File: src/rtl/uart_rx_fifo.sv
// rtl/uart_rx_fifo.sv - UART receive FIFO with unload FSM; idle timeout built when UART_RX_FIFO_TIMEOUT_EN is defined
module uart_rx_fifo #(
    parameter int DEPTH       = 16,
    parameter int AFULL_LVL   = 12,
    parameter int TIMEOUT_CYC = 160
) (
    input  logic                   reset,
    input  logic                   rxclk,
    input  logic [7:0]             rx_data,
    input  logic                   rx_empty,
    output logic                   uld_rx_data,
    input  logic                   flush,
    output logic [7:0]             rd_data,
    output logic                   rd_valid,
    input  logic                   rd_ready,
    output logic [$clog2(DEPTH):0] level,
    output logic                   full,
    output logic                   almost_full,
    output logic                   rx_timeout
);
    localparam int              AW      = $clog2(DEPTH);
    localparam logic [AW:0]     DEPTH_C = (AW+1)'(DEPTH);
    localparam logic [AW:0]     AFULL_C = (AW+1)'(AFULL_LVL);
    localparam logic [AW:0]     CNT_ONE = (AW+1)'(1);
    localparam logic [AW-1:0]   PTR_ONE = AW'(1);

    if (DEPTH < 4 || DEPTH > 256 || (DEPTH & (DEPTH - 1)) != 0 ||
        AFULL_LVL < 1 || AFULL_LVL > DEPTH ||
        TIMEOUT_CYC < 1 || TIMEOUT_CYC > 65535) begin : g_param_err
        $error("uart_rx_fifo: illegal parameter value");
    end

    typedef enum logic [1:0] {S_IDLE, S_UNLOAD, S_CAPTURE} state_t;

    state_t        state_q, state_d;
    logic [7:0]    mem_q [DEPTH];
    logic [AW-1:0] wr_ptr_q, rd_ptr_q;
    logic [AW:0]   count_q, count_d;
    logic          wr_en, rd_en;

    assign rd_valid    = (count_q != '0);
    assign rd_en       = rd_valid && rd_ready;
    assign rd_data     = mem_q[rd_ptr_q];
    assign level       = count_q;
    assign full        = (count_q == DEPTH_C);
    assign almost_full = (count_q >= AFULL_C);

    // Full is only consulted in IDLE; once a byte is in flight its slot is guaranteed.
    always_comb begin
        state_d     = state_q;
        uld_rx_data = 1'b0;
        wr_en       = 1'b0;
        case (state_q)
            S_IDLE:    if (!rx_empty && !full) state_d = S_UNLOAD;
            S_UNLOAD:  begin
                uld_rx_data = 1'b1;
                state_d     = S_CAPTURE;
            end
            S_CAPTURE: begin
                wr_en   = 1'b1;
                state_d = S_IDLE;
            end
            default:   state_d = S_IDLE;
        endcase
    end

    always_comb begin
        count_d = count_q;
        if (wr_en && !rd_en) begin
            count_d = count_q + CNT_ONE;
        end else if (!wr_en && rd_en) begin
            count_d = count_q - CNT_ONE;
        end
    end

    // Flush leaves the FSM alone so an unload already strobed still lands its byte.
    always_ff @(posedge rxclk or posedge reset) begin
        if (reset) begin
            state_q  <= S_IDLE;
            wr_ptr_q <= '0;
            rd_ptr_q <= '0;
            count_q  <= '0;
            for (int i = 0; i < DEPTH; i++) begin
                mem_q[i] <= 8'h00;
            end
        end else begin
            state_q <= state_d;
            if (flush) begin
                wr_ptr_q <= '0;
                rd_ptr_q <= '0;
                count_q  <= '0;
            end else begin
                if (wr_en) begin
                    mem_q[wr_ptr_q] <= rx_data;
                    wr_ptr_q        <= wr_ptr_q + PTR_ONE;
                end
                if (rd_en) begin
                    rd_ptr_q <= rd_ptr_q + PTR_ONE;
                end
                count_q <= count_d;
            end
        end
    end

`ifdef UART_RX_FIFO_TIMEOUT_EN
    localparam logic [15:0] TO_LIM = 16'(TIMEOUT_CYC);

    logic [15:0] idle_cnt_q, idle_cnt_d;
    logic        rx_timeout_q, rx_timeout_d;
    logic        idle_clr;

    assign idle_clr = wr_en || rd_en || flush || (count_q == '0);

    always_comb begin
        idle_cnt_d   = idle_cnt_q;
        rx_timeout_d = rx_timeout_q;
        if (idle_clr) begin
            idle_cnt_d   = '0;
            rx_timeout_d = 1'b0;
        end else if (idle_cnt_q != TO_LIM) begin
            idle_cnt_d = idle_cnt_q + 16'd1;
            if (idle_cnt_d == TO_LIM) begin
                rx_timeout_d = 1'b1;
            end
        end
    end

    always_ff @(posedge rxclk or posedge reset) begin
        if (reset) begin
            idle_cnt_q   <= '0;
            rx_timeout_q <= 1'b0;
        end else begin
            idle_cnt_q   <= idle_cnt_d;
            rx_timeout_q <= rx_timeout_d;
        end
    end

    assign rx_timeout = rx_timeout_q;
`else
    assign rx_timeout = 1'b0;
`endif

endmodule

File: config.mk
export PLATFORM = sky130hd
export DESIGN_NAME = uart_rx_fifo
export DESIGN_NICKNAME = d
export VERILOG_FILES = /design/src/rtl/uart_rx_fifo.sv
export SDC_FILE = /design/constraint.sdc
export NUM_CORES = 1
export LEC_CHECK = 0
export ABC_CLOCK_PERIOD_IN_PS = 6460
export BUFFER_PORTS_ARGS = -buffer_cell sky130_fd_sc_hd__buf_2
export CAP_MARGIN = 30
export CORE_ASPECT_RATIO = 0.75
export CORE_MARGIN = 1.5
export CORE_UTILIZATION = 38
export DETAILED_ROUTE_END_ITERATION = 12
export GPL_TIMING_DRIVEN = 0
export PLACE_DENSITY = 0.6
export SYNTH_ARGS = -nofsm -noshare
export SYNTH_HDL_FRONTEND = slang
export SYNTH_SLANG_ARGS = --single-unit
File: constraint.sdc
create_clock -name rxclk -period 6.46 [get_ports rxclk]
set_input_delay 0.969 -clock rxclk [delete_from_list [all_inputs] [get_ports rxclk]]
set_output_delay 0.969 -clock rxclk [all_outputs]
set_load 0.005 [all_outputs]
==> impl_metrics.json, run 1 <==
{
  "grt_pass1_wl_um": 24400,
  "via_count": 4061,
  "vias_per_cell": 5.32,
  "max_cap_viol_count": 0,
  "antenna_left": 0,
  "final_util": 0.451,
  "min_period_ns": 3.71,
  "drive_above_1_share": 0.467,
  "cts_sinks": 143,
  "overflow": 0,
  "first_pass_iters": 4,
  "grt_max_degree": 80,
  "p_per_area_mw_per_mm2": 362,
  "p_leak_nw": 3.70,
  "cts.path.max_buffers": 2,
  "wl_um": 15100,
  "grt_usage": 0.179,
  "place_hpwl_um": 10600,
  "ir_drop_v": 0.000154,
  "slew_headroom": 0.405,
  "cts_tree": "built",
  "tns_ns": 0,
  "die_y_um": 119,
  "boundaryPins": 31,
  "final_cell_mix": "dfrtp_1, mux2_2, buf_2",
  "max_freq_mhz": 269,
  "worstSetupPathType": "reg -> out",
  "critPathLaunchType": "register",
  "required_ns": 5.49,
  "clkLatencyLatePin_ns": 0.43,
  "wl_per_cell_um": 19.8,
  "rows": 42,
  "fin_nets": 532,
  "drt_iter0_drc": 204,
  "yosys_most_used_dff": "dfrtp_1",
  "synth-edff-count": 0,
  "cp-end-kind": "output pin",
  "dp_slack_ns": 3.19,
  "core_area_mm2": 0.0176,
  "antennaDiodeCount": 0,
  "tightest_slew_ns": 0.893,
  "hold_viol": 0,
  "skew_ns": 0.00881,
  "ys_types": 40,
  "nFillCells": 1572,
  "final_common_cell": "dfrtp_1",
  "crit_arrival_ns": 2.74,
  "post-cts-setup-buffer-count": 0,
  "synth_nets": 484,
  "htree_num_levels": 4,
  "netlist_instances": 461,
  "netlist_area_mm2": 0.00679,
  "layout_worst_path_cycle_share": 0.575,
  "final_area_mm2": 0.00792,
  "cts-buffers-inserted": 17,
  "syn2layout_area_growth_pct": 16.7,
  "ys_ff_latch": 143,
  "postSynthAreaPerCell_um2": 14.7,
  "hold_slack_ns": 0.486,
  "io_buffers": 28,
  "drc": 0,
  "grt_antenna_before_repair": 0,
  "dieArea_mm2": 0.0187,
  "cts_root_buf": "clkbuf_16",
  "final.setup.worst_slack_ns": 2.75,
  "hold_class": "reg -> reg",
  "finalWeightedCongestion": 0.818,
  "report.final.slew_viol_count": 0,
  "outcome": "finished, final reports clean",
  "seq_area_frac_synth": 0.527,
  "multi_input_area_mm2": 0.00308,
  "register_area_mm2": 0.00358,
  "postCtsHoldBufs": 0,
  "setup-violations-final": 0,
  "post_cts_resized": 0,
  "async_reset_ff_frac": 1.00,
  "dieWidth_um": 157,
  "worstPathMaxFanout": 10,
  "initial_core_util": 0.387,
  "grt_pass1_vias": 4206,
  "ys_warn_count": 0,
  "rsz0062_at_grt": "no",
  "place_area_mm2": 0.00726,
  "clk_pin_slew_ns": 0.05
}
per-stage QoR:
stage          total power, mW  instances
5_1_grt                   3.02        764
3_5_place_dp              1.81        732
4_1_cts                   2.90        764
6_report                  2.87        764
2_1_floorplan             1.57        461
3_3_place_gp              1.78        731
power by group:
part | leakage [nW] | switching (mW) | total [mW] | internal (mW)
clock | 0.319 | 0.369 | 1.08 | 0.713
sequential | 1.94 | 0.0635 | 1.05 | 0.988
combinational | 1.44 | 0.392 | 0.734 | 0.343
total | 3.70 | 0.824 | 2.87 | 2.04
cell usage after synthesis, types with 2 or more instances:
cell,count,area share
a211oi_1,2,0.0022
a21oi_1,6,0.0044
a22oi_1,16,0.018
and2_1,2,0.0018
and3_1,2,0.0018
buf_1,2,0.0011
buf_2,5,0.0037
buf_4,3,0.0033
clkbuf_1,15,0.0083
dfrtp_1,143,0.53
ha_1,9,0.017
inv_1,5,0.0028
mux2_1,4,0.0066
mux2_2,125,0.21
mux2i_1,3,0.0044
mux4_2,32,0.11
nand2_1,22,0.012
nand2b_1,2,0.0018
nand3_1,3,0.0022
nand3b_1,2,0.0022
nand4b_1,2,0.0026
nor2_1,11,0.0061
nor2_2,12,0.011
nor2_8,4,0.012
nor2b_1,6,0.0055
nor4_1,2,0.0018
o211ai_1,2,0.0022
or4_1,2,0.0022
xor2_1,6,0.0077
cell families (layout without fill, tap and decap cells):
logic type	Yosys count	after routing	synth area share
adders and majority gates	10	10	0.0195
buffers and inverters	30	91	0.0192
muxes	164	164	0.325
and+or+nand+nor	75	75	0.0666
xor gates and xnor gates	6	6	0.00774
other	1	1	0.000553
AOI/OAI and AO/OA	32	32	0.0345
DFF	143	143	0.527
state kept, by name, indices dropped and copies added, names as in the netlist:
register  flops
level         5
mem_q       128
state_q       2
wr_ptr_q      4
rd_ptr_q      4
cell type report:
| type | instances | area share |
|---|---|---|
| Sequential cell | 143 | 0.452 |
| Multi-Input combinational cell | 288 | 0.389 |
| Clock buffer | 21 | 0.0594 |
| Tap cell | 242 | 0.0382 |
| Clock inverter | 11 | 0.0234 |
| Timing Repair Buffer | 29 | 0.0212 |
| Buffer | 25 | 0.0141 |
| Inverter | 5 | 0.00300 |
routing by layer:
metal,vias to the layer above,wire [µm],track usage
li1,1798,-,-
met1,2180,7330,0.264
met5,-,0,0
met2,67,6890,0.260
met4,0,208,0.0554
met3,16,701,0.0433
worst max-delay path, stage by stage (launching register included):
cell      delay, ns
dfrtp_1        0.35
clkbuf_1       0.36
clkbuf_1       0.72
mux4_2         0.47
a22oi_1        0.16
nand2_1        0.12
buf_2          0.14
final timing paths:
path	end	cells past startpoint	slack, ns	start
worst max-delay path	rd_data[7]	6	2.75	rd_ptr_q[1]
worst min-delay path	mem_q[97]	1	0.49	mem_q[97]
worst max register to register	level[4]	7	3.71	level[0]
worst min register to register	mem_q[97]	1	0.49	mem_q[97]
max in group asynchronous	mem_q[76]	3	5.00	reset
min in group asynchronous	mem_q[1]	2	0.69	reset
(Power assumes the default switching activity.)
==> inputs of run 2 (changes only) <==
--- a/config.mk
+++ b/config.mk
@@ -5,7 +5,8 @@
 export SDC_FILE = /design/constraint.sdc
 export NUM_CORES = 1
 export LEC_CHECK = 0
-export ABC_CLOCK_PERIOD_IN_PS = 6460
+export ABC_AREA = 1
+export ABC_CLOCK_PERIOD_IN_PS = 3000
 export BUFFER_PORTS_ARGS = -buffer_cell sky130_fd_sc_hd__buf_2
 export CAP_MARGIN = 30
 export CORE_ASPECT_RATIO = 0.75
@@ -13,7 +14,7 @@
 export CORE_UTILIZATION = 38
 export DETAILED_ROUTE_END_ITERATION = 12
 export GPL_TIMING_DRIVEN = 0
-export PLACE_DENSITY = 0.6
+export PLACE_DENSITY = 0.62
 export SYNTH_ARGS = -nofsm -noshare
 export SYNTH_HDL_FRONTEND = slang
 export SYNTH_SLANG_ARGS = --single-unit
==> constraint.sdc (replaced) <==
create_clock -name rxclk -period 3 [get_ports rxclk]
set_input_delay 0.45 -clock rxclk [delete_from_list [all_inputs] [get_ports rxclk]]
set_output_delay 0.45 -clock rxclk [all_outputs]
set_load 0.005 [all_outputs]
==> impl_metrics.json, run 2 <==
{
  "required_ns": 2.55,
  "final_cell_mix": "nand2_1, o21ai_0, dfrtp_1",
  "synth-edff-count": 0,
  "rows": 41,
  "total_power_mw": 6.20,
  "largest_reg_flops": 128,
  "layout_worst_path_cycle_share": 0.943,
  "cts_tree": "built",
  "finalWeightedCongestion": 0.917,
  "critPathLaunchType": "register",
  "grt_max_degree": 42,
  "async_reset_ff_frac": 1.00,
  "tightest_slew_ns": 0.779,
  "wl_um": 20600,
  "max_freq_mhz": 354,
  "cp-end-kind": "output pin",
  "max_cap_viol_count": 0,
  "initial_core_util": 0.394,
  "slew_headroom": 0.481,
  "ys_types": 26,
  "drt_iter0_drc": 605,
  "cts.path.max_buffers": 2,
  "yosys-top-cells-count": "nand2_1, o21ai_0, dfrtp_1, nor2_1, nand3_1",
  "ys_warn_count": 0,
  "p_per_area_mw_per_mm2": 782,
  "dieArea_mm2": 0.0185,
  "fin_nets": 915,
  "via_count": 6011,
  "overflow": 0,
  "yosys_most_used_dff": "dfrtp_1",
  "multi_input_area_mm2": 0.00279,
  "die_y_um": 118,
  "synth_nets": 860,
  "netlist_area_mm2": 0.00672,
  "report.final.slew_viol_count": 0,
  "yosys.area.top_type_share": 0.532,
  "ir_drop_v": 0.000388,
  "antennaDiodeCount": 0,
  "skew_ns": 0.00674,
  "antenna_left": 0,
  "setup-violations-final": 0,
  "grt_antenna_before_repair": 0,
  "cts-buffers-inserted": 17,
  "first_pass_iters": 5,
  "hold_viol": 0,
  "outcome": "finished, final reports clean",
  "final_common_cell": "nand2_1",
  "postSynthAreaPerCell_um2": 8.03,
  "crit_arrival_ns": 2.38,
  "p_leak_nw": 3.68,
  "largest-register": "mem_q",
  "worstPathMaxFanout": 10,
  "vias_per_cell": 5.27,
  "dieWidth_um": 157,
  "grt_usage": 0.236,
  "rsz0062_at_grt": "no",
  "ys_ff_latch": 143,
  "grt_pass1_wl_um": 32300,
  "drc": 0,
  "grt_pass1_vias": 5640,
  "netlist_instances": 837,
  "cts_root_buf": "clkbuf_16",
  "seq_area_frac_synth": 0.532,
  "clk_pin_slew_ns": 0.06,
  "synth_area_leaders": "dfrtp_1, o21ai_0, nand2_1",
  "register_area_mm2": 0.00358,
  "postCtsHoldBufs": 0,
  "cts_sinks": 143,
  "drive_above_1_share": 0.117,
  "htree_num_levels": 4,
  "clkLatencyLatePin_ns": 0.44,
  "yosysMostFrequentCell": "nand2_1",
  "syn2layout_area_growth_pct": 17.9,
  "hold_slack_ns": 0.0949,
  "min_period_ns": 2.83,
  "hold_class": "in -> async",
  "place_hpwl_um": 14400,
  "nFillCells": 1774,
  "io_buffers": 29,
  "yosys.area.top_type": "dfrtp_1",
  "wl_per_cell_um": 18.0,
  "boundaryPins": 31,
  "core_area_mm2": 0.0171,
  "worstSetupPathType": "reg -> out"
}
-- run 2: changes by cell type after synthesis, sizes merged, moves of 6 or more --
| cell | change |
|---|---|
| nand2 | +163 |
| buf | +17 |
| a22oi | -16 |
| nor2b | -6 |
| inv | +24 |
| mux4 | -32 |
| nand3 | +58 |
| nor2 | +111 |
| mux2 | -129 |
| o21ai | +194 |
| clkbuf | +9 |
-- run 2: final timing paths --
kind                       cells after the start     endpoint         from  slack [ns]
max                                            8   rd_data[1]  rd_ptr_q[1]        0.17
min                                            2     mem_q[2]        reset        0.09
max reg2reg                                   11     level[4]     level[0]        0.65
min reg2reg                                    1   state_q[0]   state_q[0]        0.44
max in group asynchronous                      4  wr_ptr_q[3]        reset        2.00
min in group rxclk                             2   state_q[0]     rx_empty        0.17
-- run 2: power breakdown --
| group | leakage, nW | internal, mW | total (mW) | switching, mW |
|---|---|---|---|---|
| Combinational | 1.39 | 0.548 | 1.61 | 1.06 |
| Sequential | 1.97 | 2.09 | 2.22 | 0.129 |
| Clock | 0.317 | 1.52 | 2.37 | 0.847 |
-- run 2: metal layers --
layer / vias to the layer above / share of wire / global-route usage
met2: 238 / 0.40 / 0.322
met3: 35 / 0.086 / 0.0594
met4: 0 / 0.018 / 0.0815
li1: 2859 / - / -
met5: - / 0 / 0
met1: 2879 / 0.49 / 0.359
-- run 2: worst max-delay path: stages (launching register included) --
cell and delay (ns):
dfrtp_1 0.47, clkinvlp_4 0.26, clkbuf_2 0.30, nor2_1 0.16, o21ai_0 0.20, nand3_1 0.16
nand3_1 0.09, nand2_1 0.17, buf_2 0.14
-- run 2: final cells by class --
| type | instances | area share |
|---|---|---|
| clock buffers | 23 | 0.0641 |
| clock inverters | 9 | 0.0193 |
| repair buffers | 36 | 0.0297 |
| inverters | 32 | 0.0161 |
| well taps | 236 | 0.0372 |
| multi-input cells | 611 | 0.352 |
| flip-flops and latches | 143 | 0.451 |
| plain buffers | 51 | 0.0306 |
-- run 2: stage by stage --
step                TNS, ns  cell area (µm²)  std cells   util  worst slack [ns]
CTS                       0             7890       1137  0.462            0.0481
global placement     -33.63             7170       1102  0.420            -0.249
finish                    0             7930       1141  0.464             0.171
floorplan                 0             6730        837      -             0.759
global route              0             7930       1141  0.464            0.0219
detailed placement        0             7230       1105  0.423             0.511
-- run 2: cell families after synthesis --
kind of cell | synth area share
AO/OA/AOI/OAI | 0.152
XOR/XNOR | 0.00261
adder cells (fa/ha/maj) | 0.0197
buffers and inverters | 0.0532
flip-flops | 0.532
other | 0.000558
AND/OR/NAND/NOR | 0.239
-- run 2: timing repair --
item / CTS / global route
setup endpoints to repair: 0 / 7
buffers inserted: 0 / 4
gates resized for setup: 0 / 9
endpoints found under the hold margin: 0 / 0
==> inputs of run 3 (changes only) <==
==> constraint.sdc (replaced) <==
create_clock -name rxclk -period 3 [get_ports rxclk]
set_input_delay 0.15 -clock rxclk [delete_from_list [all_inputs] [get_ports rxclk]]
set_output_delay 0.15 -clock rxclk [all_outputs]
set_load 0.005 [all_outputs]
==> impl_metrics.json, run 3 (synthesized netlist as in run 2, its figures left out) <==
{
  "slew_headroom": 0.483,
  "cts_tree": "built",
  "initial_core_util": 0.394,
  "worstPathMaxFanout": 10,
  "rsz0062_at_grt": "no",
  "worstSetupPathType": "reg -> out",
  "fin_nets": 913,
  "p_leak_nw": 3.66,
  "clkLatencyLatePin_ns": 0.44,
  "overflow": 0,
  "wl_per_cell_um": 18.0,
  "place_area_mm2": 0.00723,
  "layout_worst_path_cycle_share": 0.908,
  "largest_reg_flops": 128,
  "reg2reg_to": "level[4]",
  "regToRegSetupSlack_ns": 0.68,
  "hold_class": "in -> reg",
  "htree_num_levels": 4,
  "crit_arrival_ns": 2.57,
  "critPathLaunchType": "register",
  "multi_input_area_mm2": 0.00279,
  "via_count": 5999,
  "p_per_area_mw_per_mm2": 781,
  "grt_pass1_wl_um": 32400,
  "final_common_cell": "nand2_1",
  "ir_drop_v": 0.000378,
  "max_cap_viol_count": 0,
  "io_buffers": 29,
  "final_area_mm2": 0.00791,
  "cts.path.max_buffers": 2,
  "final_cell_mix": "nand2_1, o21ai_0, dfrtp_1",
  "nFillCells": 1775,
  "regToRegStartpoint": "level[0]",
  "cts_sinks": 143,
  "max_freq_mhz": 367,
  "cts_root_buf": "clkbuf_16",
  "grt_max_degree": 42,
  "report.final.slew_viol_count": 0,
  "cts-buffers-inserted": 17,
  "place_hpwl_um": 14400,
  "largest-register": "mem_q",
  "wl_um": 20500,
  "dieWidth_um": 157,
  "rows": 41,
  "grt_antenna_before_repair": 0,
  "syn2layout_area_growth_pct": 17.6,
  "hold_viol": 0,
  "grt_usage": 0.237,
  "clk_pin_slew_ns": 0.06,
  "skew_ns": 0.00499,
  "antennaDiodeCount": 0,
  "antenna_left": 0,
  "final-instance-count-excl-fill": 1139,
  "outcome": "finished, final reports clean",
  "drc": 0,
  "post-cts-setup-buffer-count": 0,
  "dieArea_mm2": 0.0185,
  "drt_iter0_drc": 588,
  "crit_start": "rd_ptr_q[1]",
  "register_area_mm2": 0.00358,
  "boundaryPins": 31,
  "cp-end-kind": "output pin",
  "required_ns": 2.85,
  "finalWeightedCongestion": 0.917,
  "setup-violations-final": 0,
  "tightest_slew_ns": 0.776,
  "vias_per_cell": 5.27,
  "r2r_cells": 11,
  "drive_above_1_share": 0.107,
  "core_area_mm2": 0.0171,
  "total_power_mw": 6.18,
  "tns_ns": 0,
  "crit_end": "rd_data[1]",
  "first_pass_iters": 5,
  "place_inst": 1105,
  "min_period_ns": 2.72,
  "grt_pass1_vias": 5654,
  "die_y_um": 118
}
run 3: cell type report:
cell class / instances / area share
flip-flops and latches: 143 / 0.452
plain buffers: 51 / 0.0301
inverters: 32 / 0.0157
clock buffers: 23 / 0.0642
well taps: 236 / 0.0373
clock inverters: 9 / 0.0193
multi-input cells: 611 / 0.352
repair buffers: 34 / 0.0285
run 3: repair_timing:
action                                 CTS  global route
hold buffers                             2             0
gates resized for setup                  0             0
endpoints found under the hold margin   26             0
run 3: worst max-delay path, cell delays in order (launching register included):
cell,delay [ns]
dfrtp_1,0.43
clkinv_1,0.35
clkbuf_1,0.40
nor2_1,0.19
o21ai_0,0.20
nand3_1,0.17
nand3_1,0.08
nand2_1,0.16
buf_2,0.14
run 3: report_power, final:
group	internal (mW)	switching, mW	total, mW	leakage, nW
clock network	1.52	0.847	2.37	0.317
registers	2.09	0.125	2.21	1.97
logic	0.533	1.06	1.59	1.37
total	4.14	2.03	6.18	3.66
run 3: metrics by stage:
stage               hold slack (ns)   util  setup slack, ns
floorplan                     0.221      -            0.964
global placement              0.314  0.420           0.0510
detailed placement            0.270  0.423            0.689
CTS                          0.0947  0.463            0.348
global route                  0.130  0.463           0.0984
finish                       0.0954  0.463            0.276
run 3: layer usage:
layer | GRT usage | wire length (µm) | up-vias
met5 | 0 | 0 | -
met4 | 0.0815 | 430 | 0
met3 | 0.0594 | 1620 | 36
met2 | 0.323 | 8310 | 197
met1 | 0.359 | 10200 | 2904
li1 | - | - | 2862
run 3: how the worst min path moves through the flow:
stage / start / endpoint / cells past startpoint
after floorplan: rx_empty / state_q[0] / 1
after global routing: rx_data[7] / mem_q[111] / 3
after CTS: rx_data[0] / mem_q[88] / 3
after global placement: rx_empty / state_q[0] / 2
final: rx_data[0] / mem_q[88] / 3
after detailed placement: reset / mem_q[2] / 2
